==> src/rtl/telemetry_frame_scheduler.sv <==
// Telemetry frame scheduler: on each enabled report tick, snapshots wheel
// speed and rotation direction and sends them to the byte-wide UART
// transmitter as a 7-byte frame. Each byte is paced against uart_busy.
// Frame layout: A5, speed[31:24], speed[23:16], speed[15:8], speed[7:0],
// {6'b0, ccw, cw}, then the XOR of bytes 1..5.
module telemetry_frame_scheduler #(
  parameter int PERIOD_CYCLES = 2700000,
  parameter int SPEED_W       = 32,
  parameter int BUSY_WAIT_MAX = 8
) (
  input  logic               CLK,
  input  logic               RST,
  input  logic               enable,
  input  logic [SPEED_W-1:0] speed,
  input  logic               dir_cw,
  input  logic               dir_ccw,
  input  logic               uart_busy,
  output logic               uart_tx_en,
  output logic [7:0]         uart_tx_data,
  output logic               frame_active,
  output logic               frame_done,
  output logic [7:0]         overrun_cnt,
  output logic               busy_err
);

  localparam int TICK_W = (PERIOD_CYCLES > 1) ? $clog2(PERIOD_CYCLES) : 1;
  localparam int WAIT_W = $clog2(BUSY_WAIT_MAX + 1);
  localparam logic [TICK_W-1:0] TICK_LAST = TICK_W'(PERIOD_CYCLES - 1);
  localparam logic [WAIT_W-1:0] WAIT_LAST = WAIT_W'(BUSY_WAIT_MAX - 1);

  typedef enum logic [1:0] {
    IDLE,
    STROBE,
    WAIT_HI,
    WAIT_LO
  } stateT;

  stateT             r_state;
  logic [TICK_W-1:0] r_tickCnt;
  logic [2:0]        r_idx;
  logic [WAIT_W-1:0] r_waitCnt;
  logic [31:0]       r_speedSnap;
  logic [1:0]        r_dirSnap;
  logic              r_txEn;
  logic [7:0]        r_txData;
  logic              r_frameActive;
  logic              r_frameDone;
  logic [7:0]        r_overrunCnt;
  logic              r_busyErr;

  logic              w_tick;
  logic [31:0]       w_speed32;
  logic [7:0]        w_checksum;
  logic [7:0]        w_byte;
  logic              w_waitExpired;
  logic              w_byteDone;
  logic              w_overrun;

  // The speed input is fitted to exactly 32 bits for the frame.
  generate
    if (SPEED_W >= 32) begin : g_speedTrunc
      assign w_speed32 = speed[31:0];
    end else begin : g_speedExt
      assign w_speed32 = {{(32 - SPEED_W){1'b0}}, speed};
    end
  endgenerate

  assign w_tick     = (r_tickCnt == TICK_LAST);
  assign w_checksum = r_speedSnap[31:24] ^ r_speedSnap[23:16] ^ r_speedSnap[15:8] ^
                      r_speedSnap[7:0] ^ {6'b0, r_dirSnap};

  // A byte finishes either when busy falls after rising, or when busy never
  // rose within the allowed window (the byte is then treated as sent).
  assign w_waitExpired = (r_state == WAIT_HI) && !uart_busy && (r_waitCnt == WAIT_LAST);
  assign w_byteDone    = w_waitExpired || ((r_state == WAIT_LO) && !uart_busy);

  // Ticks are dropped while a frame is in flight, including the cycle in
  // which frame_done is pulsing.
  assign w_overrun = w_tick && enable && ((r_state != IDLE) || r_frameDone);

  assign uart_tx_en   = r_txEn;
  assign uart_tx_data = r_txData;
  assign frame_active = r_frameActive;
  assign frame_done   = r_frameDone;
  assign overrun_cnt  = r_overrunCnt;
  assign busy_err     = r_busyErr;

  // Select the frame byte for the current index from the frozen snapshot.
  always_comb begin
    w_byte = 8'h00;
    case (r_idx)
      3'd0:    w_byte = 8'hA5;
      3'd1:    w_byte = r_speedSnap[31:24];
      3'd2:    w_byte = r_speedSnap[23:16];
      3'd3:    w_byte = r_speedSnap[15:8];
      3'd4:    w_byte = r_speedSnap[7:0];
      3'd5:    w_byte = {6'b0, r_dirSnap};
      3'd6:    w_byte = w_checksum;
      default: w_byte = 8'h00;
    endcase
  end

  // Free-running report period counter, independent of enable.
  always_ff @(posedge CLK) begin
    if (RST) begin
      r_tickCnt <= '0;
    end else if (w_tick) begin
      r_tickCnt <= '0;
    end else begin
      r_tickCnt <= r_tickCnt + TICK_W'(1);
    end
  end

  // Frame sequencer: snapshot on tick, then strobe/wait-high/wait-low per byte.
  always_ff @(posedge CLK) begin
    if (RST) begin
      r_state       <= IDLE;
      r_idx         <= 3'd0;
      r_waitCnt     <= '0;
      r_speedSnap   <= 32'h0;
      r_dirSnap     <= 2'b00;
      r_txEn        <= 1'b0;
      r_txData      <= 8'h00;
      r_frameActive <= 1'b0;
      r_frameDone   <= 1'b0;
      r_overrunCnt  <= 8'h00;
      r_busyErr     <= 1'b0;
    end else begin
      r_txEn      <= 1'b0;
      r_frameDone <= 1'b0;

      if (w_overrun && (r_overrunCnt != 8'hFF)) begin
        r_overrunCnt <= r_overrunCnt + 8'd1;
      end

      case (r_state)
        IDLE: begin
          if (w_tick && enable && !r_frameDone) begin
            r_speedSnap   <= w_speed32;
            r_dirSnap     <= {dir_ccw, dir_cw};
            r_idx         <= 3'd0;
            r_frameActive <= 1'b1;
            r_state       <= STROBE;
          end
        end
        STROBE: begin
          if (!uart_busy) begin
            r_txEn    <= 1'b1;
            r_txData  <= w_byte;
            r_waitCnt <= '0;
            r_state   <= WAIT_HI;
          end
        end
        WAIT_HI: begin
          if (uart_busy) begin
            r_state <= WAIT_LO;
          end else if (w_waitExpired) begin
            r_busyErr <= 1'b1;
          end else begin
            r_waitCnt <= r_waitCnt + WAIT_W'(1);
          end
        end
        WAIT_LO: begin
          r_state <= WAIT_LO;
        end
        default: begin
          r_state <= IDLE;
        end
      endcase

      if (w_byteDone) begin
        if (r_idx == 3'd6) begin
          r_frameDone   <= 1'b1;
          r_frameActive <= 1'b0;
          r_state       <= IDLE;
        end else begin
          r_idx   <= r_idx + 3'd1;
          r_state <= STROBE;
        end
      end
    end
  end

endmodule

==> config.mk <==
export PLATFORM = sky130hd
export DESIGN_NAME = telemetry_frame_scheduler
export DESIGN_NICKNAME = d
export VERILOG_FILES = /design/src/rtl/telemetry_frame_scheduler.sv
export SDC_FILE = /design/constraint.sdc
export NUM_CORES = 1
export LEC_CHECK = 0
export CAP_MARGIN = 20
export CORE_MARGIN = 2
export CORE_UTILIZATION = 50
export CTS_BUF_LIST = sky130_fd_sc_hd__clkbuf_8
export CTS_CLUSTER_DIAMETER = 30
export DETAILED_ROUTE_END_ITERATION = 12
export MAX_ROUTING_LAYER = met4
export PLACE_DENSITY_LB_ADDON = 0.3
export SLEW_MARGIN = 20
export SYNTH_ARGS = -nofsm -noshare
export SYNTH_HDL_FRONTEND = slang
export SYNTH_SLANG_ARGS = --single-unit
==> constraint.sdc <==
create_clock -name CLK -period 3.4 [get_ports CLK]
set_input_delay 0.68 -clock CLK [delete_from_list [all_inputs] [get_ports CLK]]
set_output_delay 0.68 -clock CLK [all_outputs]
set_load 0.1 [all_outputs]
## Word level (Yosys, flattened, before mapping)

Index checks and enable logic that the tools add are counted.

| storage, ports and cells | value |
|---|---|
| output and inout port bits | 20 |
| word-level logic and storage cells | 85 |
| bits of input ports | 38 |
| register bits after elaboration | 85 |

| operators by class | value |
|---|---|
| bitwise logic cells | 7 |
| reduce and logical (&&, ||, !) cells | 23 |
| equal/unequal tests | 18 |
| muxes and demuxes | 21 |
| $add $sub $neg | 4 |

Operator list:

| cell | number |
|---|---|
| 8-bit one-hot mux with 7 select lines | 1 |
| 8-bit bitwise XOR | 3 |
| 22-bit by 1-bit adder with 22-bit output (second input constant) | 1 |
| 22-bit equality test (second input constant) | 1 |
| 3-bit two-way mux | 4 |
| 4-bit two-way mux | 3 |
| 3-bit equality test (second input constant) | 3 |
| 3-bit inequality test (second input constant) | 3 |
| 8-bit by 1-bit adder with 8-bit output (second input constant) | 1 |
| 2-bit two-way mux | 4 |
| 8-bit inequality test (second input constant) | 1 |
| 2-bit one-hot mux with 4 select lines | 1 |
| 4-bit one-hot mux with 2 select lines | 1 |
| 8-bit by 2-bit bitwise XOR with 8-bit output | 1 |
| 1-bit logical AND | 7 |
| 1-bit two-way mux | 7 |
| 3-bit by 2-bit equality test with 1-bit output (second input constant) | 2 |
| 2-bit inequality test (second input constant) | 3 |
| 3-bit AND reduction | 2 |
| 2-bit OR reduction | 3 |
| 4-bit by 1-bit adder with 4-bit output (second input constant) | 1 |
| 2-bit equality test (second input constant) | 2 |
| 4-bit by 3-bit equality test with 1-bit output (second input constant) | 1 |
| 2-bit AND reduction | 2 |
| other kinds (10) | 15 |

## Logic depth before layout (Yosys ltp)

| depth | value |
|---|---|
| word-level depth | 7 |
| gate-level depth with buffers | 8 |
| mapped depth without buffers | 6 |

## Worst setup path before layout

No wires, ideal clock.

| path | value |
|---|---|
| kind | flip-flop to flip-flop |
| from | register r_frameDone (netlist: frame_done) |
| to | register r_overrunCnt[7] (netlist: overrun_cnt[7]) |
| stages on the path, launching flop included | 6 |
| buffers on the path | 0 |
| data required time | 3330 ps |
| data arrival time | 2131 ps |
| setup time | 70 ps |
| slack | 1198 ps |
| cells stage by stage | dfxtp_1 > nor3_1 > o21ba_2 > nand4_4 > or4_1 > a21oi_1 |

| on the way | value |
|---|---|
| word-level cells in the longest chain between the ends | 3 |

Ends and longest elaborated chain:

| element | line | source |
|---|---|---|
| start, declared | 47 | `logic r_frameDone;` |
| start signal, assigned | 125 | `r_frameDone <= 1'b0;` |
| start signal, assigned | 130 | `r_frameDone <= 1'b0;` |
| start signal, assigned | 173 | `r_frameDone <= 1'b1;` |
| 1-bit logical OR | 79 | `assign w_overrun = w_tick && enable && ((r_state != IDLE) \|\| r_frameDone);` |
| 1-bit logical AND | 79 |  |
| 1-bit logical AND | 132 | `if (w_overrun && (r_overrunCnt != 8'hFF)) begin` |
| end signal, assigned | 133 | `r_overrunCnt <= r_overrunCnt + 8'd1;` |
| end, declared | 48 | `logic [7:0] r_overrunCnt;` |

Every way passes these cells.
A chain may end at the register's enable or synchronous reset.

## Worst setup path in the final report

| path | value |
|---|---|
| from | register r_txData[7] (netlist: uart_tx_data[7]) |
| to | output port uart_tx_data[7] |

RTL lines:

| element | line | source |
|---|---|---|
| start, declared | 45 | `logic [7:0] r_txData;` |
| start signal, assigned | 149 | `r_txData <= w_byte;` |
| end, declared | 19 | `output logic [7:0] uart_tx_data,` |

No word-level cell between the ends.

==> flow_metrics.env <==
export IMPL_grt_pass1_wl_mm=15.1
export IMPL_holdCritStartpoint="uart_tx_data[5]"
export IMPL_io_pins=58
export IMPL_fmax_mhz=395
export IMPL_cp_top_family="buffers and inverters"
export IMPL_power_mw=1.77
export IMPL_syn_avg_cell_area_um2=8.37
export IMPL_holdPathEnd="uart_tx_data[5]"
export IMPL_start_kind="flop"
export IMPL_cts_tree="done"
export IMPL_placementRows=32
export IMPL_cts_buffer_depth=2
export IMPL_cp_arrival_ps=1850
export IMPL_insertion_delay_ps=350
export IMPL_finalNetCount=568
export IMPL_numCtsBuffers=9
export IMPL_status="finished clean"
export IMPL_syn_to_final_growth_pct=19.3
export IMPL_dr_pass1_iters=4
export IMPL_gp_congestion=0.827
export IMPL_netlist_area_um2=3970
export IMPL_synth_main_ff_cell="dfxtp_1"
export IMPL_grt_max_degree=38
export IMPL_core_um2=7690
export IMPL_crit_chain="clkdlybuf4s50_1"
export IMPL_p_per_area_nw_per_um2=374
export IMPL_vias_per_cell=5.44
export IMPL_finalSetupViolCount=0
export IMPL_cts_hold_buf=0
export IMPL_yosysSeqAreaShare=0.429
export IMPL_overflow=0
export IMPL_tns_ps=0
export IMPL_cts_setup_buffers=0
export IMPL_hold_violations=0
export IMPL_end_kind="primary output"
export IMPL_dp_cells=613
export IMPL_drive_above_1_share=0.0835
export IMPL_ctsResizeCount=0
export IMPL_r2r_cells=7
export IMPL_period_share=0.745
export IMPL_startpoint="uart_tx_data[7]"
export IMPL_reg2reg_to="r_speedSnap[24]"
export IMPL_synthArstFlopShare=0
export IMPL_period_needed_ps=2530
export IMPL_path_max_fanout=2
export IMPL_yosys_warnings=0
export IMPL_start_util=0.516
export IMPL_numPortBuffers=57
export IMPL_criticalPathCategory="flop to primary output"
export IMPL_layout_common_cells="nand2_1, dfxtp_1, a21oi_1"
export IMPL_synth_distinct_cells=46
export IMPL_ant_nets=0
export IMPL_syn_inst=474
export IMPL_root_buffer="clkbuf_8"
export IMPL_die_h_um=93.1
export IMPL_num_vias=3424
export IMPL_finalClockSkew_ps=5.56
export IMPL_drv_cap=0
export IMPL_post_dp_cell_area_um2=4540
export IMPL_die_area_um2=8660
export IMPL_synth_edf_count=0
export IMPL_grt_usage=0.227
export IMPL_post_route_drc_count=0
export IMPL_detail_route_wl_per_cell_um=14.4
export IMPL_antenna_found_initial=0
export IMPL_irDropWorstVdd_uv=253
export IMPL_rsz0062_at_grt="no"
export IMPL_routed_wl_mm=9.05
export IMPL_holdCritPathClass="flop to flop"
export IMPL_synth_nets=520
export IMPL_worstPathRequired_ps=2720
export IMPL_ctsHtreeMaxLevel=3
export IMPL_final_cell_area_um2=4730
export IMPL_crit_slowest_cell="clkdlybuf4s50_1"
export IMPL_slowest_delay_ps=1140
export IMPL_r2r_start="r_tickCnt[0]"
export IMPL_critPathBufInv=1
export IMPL_worst_slew_pin_transition_ps=964
export IMPL_yosys_register_bits=85
export IMPL_drt_iter0_drc=168
export IMPL_max_slew_margin_rel=0.356
export IMPL_grt_pass1_vias=3269
export IMPL_diodes=0
export IMPL_layout_commonest_cell="nand2_1"
export IMPL_maxSlewViolCount=0
export IMPL_clkTransAtPathRegs_ps=80
export IMPL_cts_num_sinks=85
export IMPL_reg2reg_setup_slack_ps=1070
export IMPL_hold_depth=2
export IMPL_die_x_um=93.1
export IMPL_hpwl_mm=6.31
export IMPL_power_leakage_nw=1.62
export IMPL_fin_cells=629
-- state kept, by name, summed over array words and instances, names as in the netlist --
| register | cells |
|---|---|
| uart_tx_en | 1 |
| uart_tx_data | 8 |
| frame_done | 1 |
| frame_active | 1 |
| r_state | 2 |
| r_tickCnt | 22 |
| r_waitCnt | 4 |
| overrun_cnt | 8 |
| r_idx | 3 |
| r_dirSnap | 2 |
| busy_err | 1 |
| r_speedSnap | 32 |
-- worst max path at each step --
stage | slack, ps | cells past startpoint | to
finish | 870 | 1 | uart_tx_data[7]
global route | 820 | 1 | uart_tx_data[6]
floorplan | 1200 | 5 | overrun_cnt[7]
detailed placement | 1040 | 5 | r_idx[2]
global placement | 1090 | 5 | r_idx[2]
CTS | 860 | 1 | uart_tx_data[7]
-- routing by layer --
layer | part of all wire | wire length (µm) | up-vias | GRT usage
li1 | - | - | 1730 | -
met1 | 0.45 | 4110 | 1614 | 0.279
met2 | 0.49 | 4470 | 68 | 0.365
met3 | 0.039 | 354 | 12 | 0.0564
met4 | 0.013 | 114 | 0 | 0.0784
met5 | 0 | 0 | - | -
-- cell type report --
cell class	count	area, µm²
flip-flops and latches	85	1700
multi-input cells	356	2110
clock inverters	6	56.3
clock buffers	10	138
repair buffers	61	561
fillers	708	2960
well taps	102	128
inverters	9	33.8
-- cells in the mapped netlist, types with 8 or more instances --
cell type / instances / area [µm²]
dfxtp_1: 85 / 1700
xnor2_1: 28 / 245
o21ai_0: 17 / 85.1
a21oi_1: 54 / 270
xor2_1: 21 / 184
a221oi_1: 8 / 70.1
nand2_1: 95 / 357
ha_1: 8 / 100
nand4_1: 13 / 81.3
nand3_1: 17 / 85.1
nor3_1: 9 / 45.0
inv_1: 9 / 33.8
clkbuf_1: 20 / 75.1
nor2_1: 36 / 135
-- cells by family after synthesis --
group,share of synthesized area
AOI/OAI and AO/OA,0.139
muxes,0.00789
adders and majority gates,0.0252
buffers and inverters,0.0379
DFF,0.429
and+or+nand+nor,0.253
xor gates and xnor gates,0.108
-- stage by stage --
step                utilization  worst slack, ps  hold slack, ps
floorplan                     -             1200             430
global placement          0.590             1090             442
detailed placement        0.590             1040             450
CTS                       0.615              857             469
global route              0.615              817             489
finish                    0.615              868             462
-- worst register-to-register path: cells and delay by family, from the launching register on --
kind / cells / cell delay, ps
AND/OR/NAND/NOR: 4 / 1140
flip-flops: 1 / 380
buffers and inverters: 1 / 350
adder cells (fa/ha/maj): 1 / 240
AO/OA/AOI/OAI: 1 / 150
-- power by group --
group          internal [mW]  leakage [nW]  total [mW]  switching [mW]
Clock                  0.352         0.102       0.697           0.345
Sequential             0.997         0.685        1.00         0.00330
Combinational         0.0413         0.830      0.0700          0.0287
Note: power is estimated with default switching activity, not from simulation.
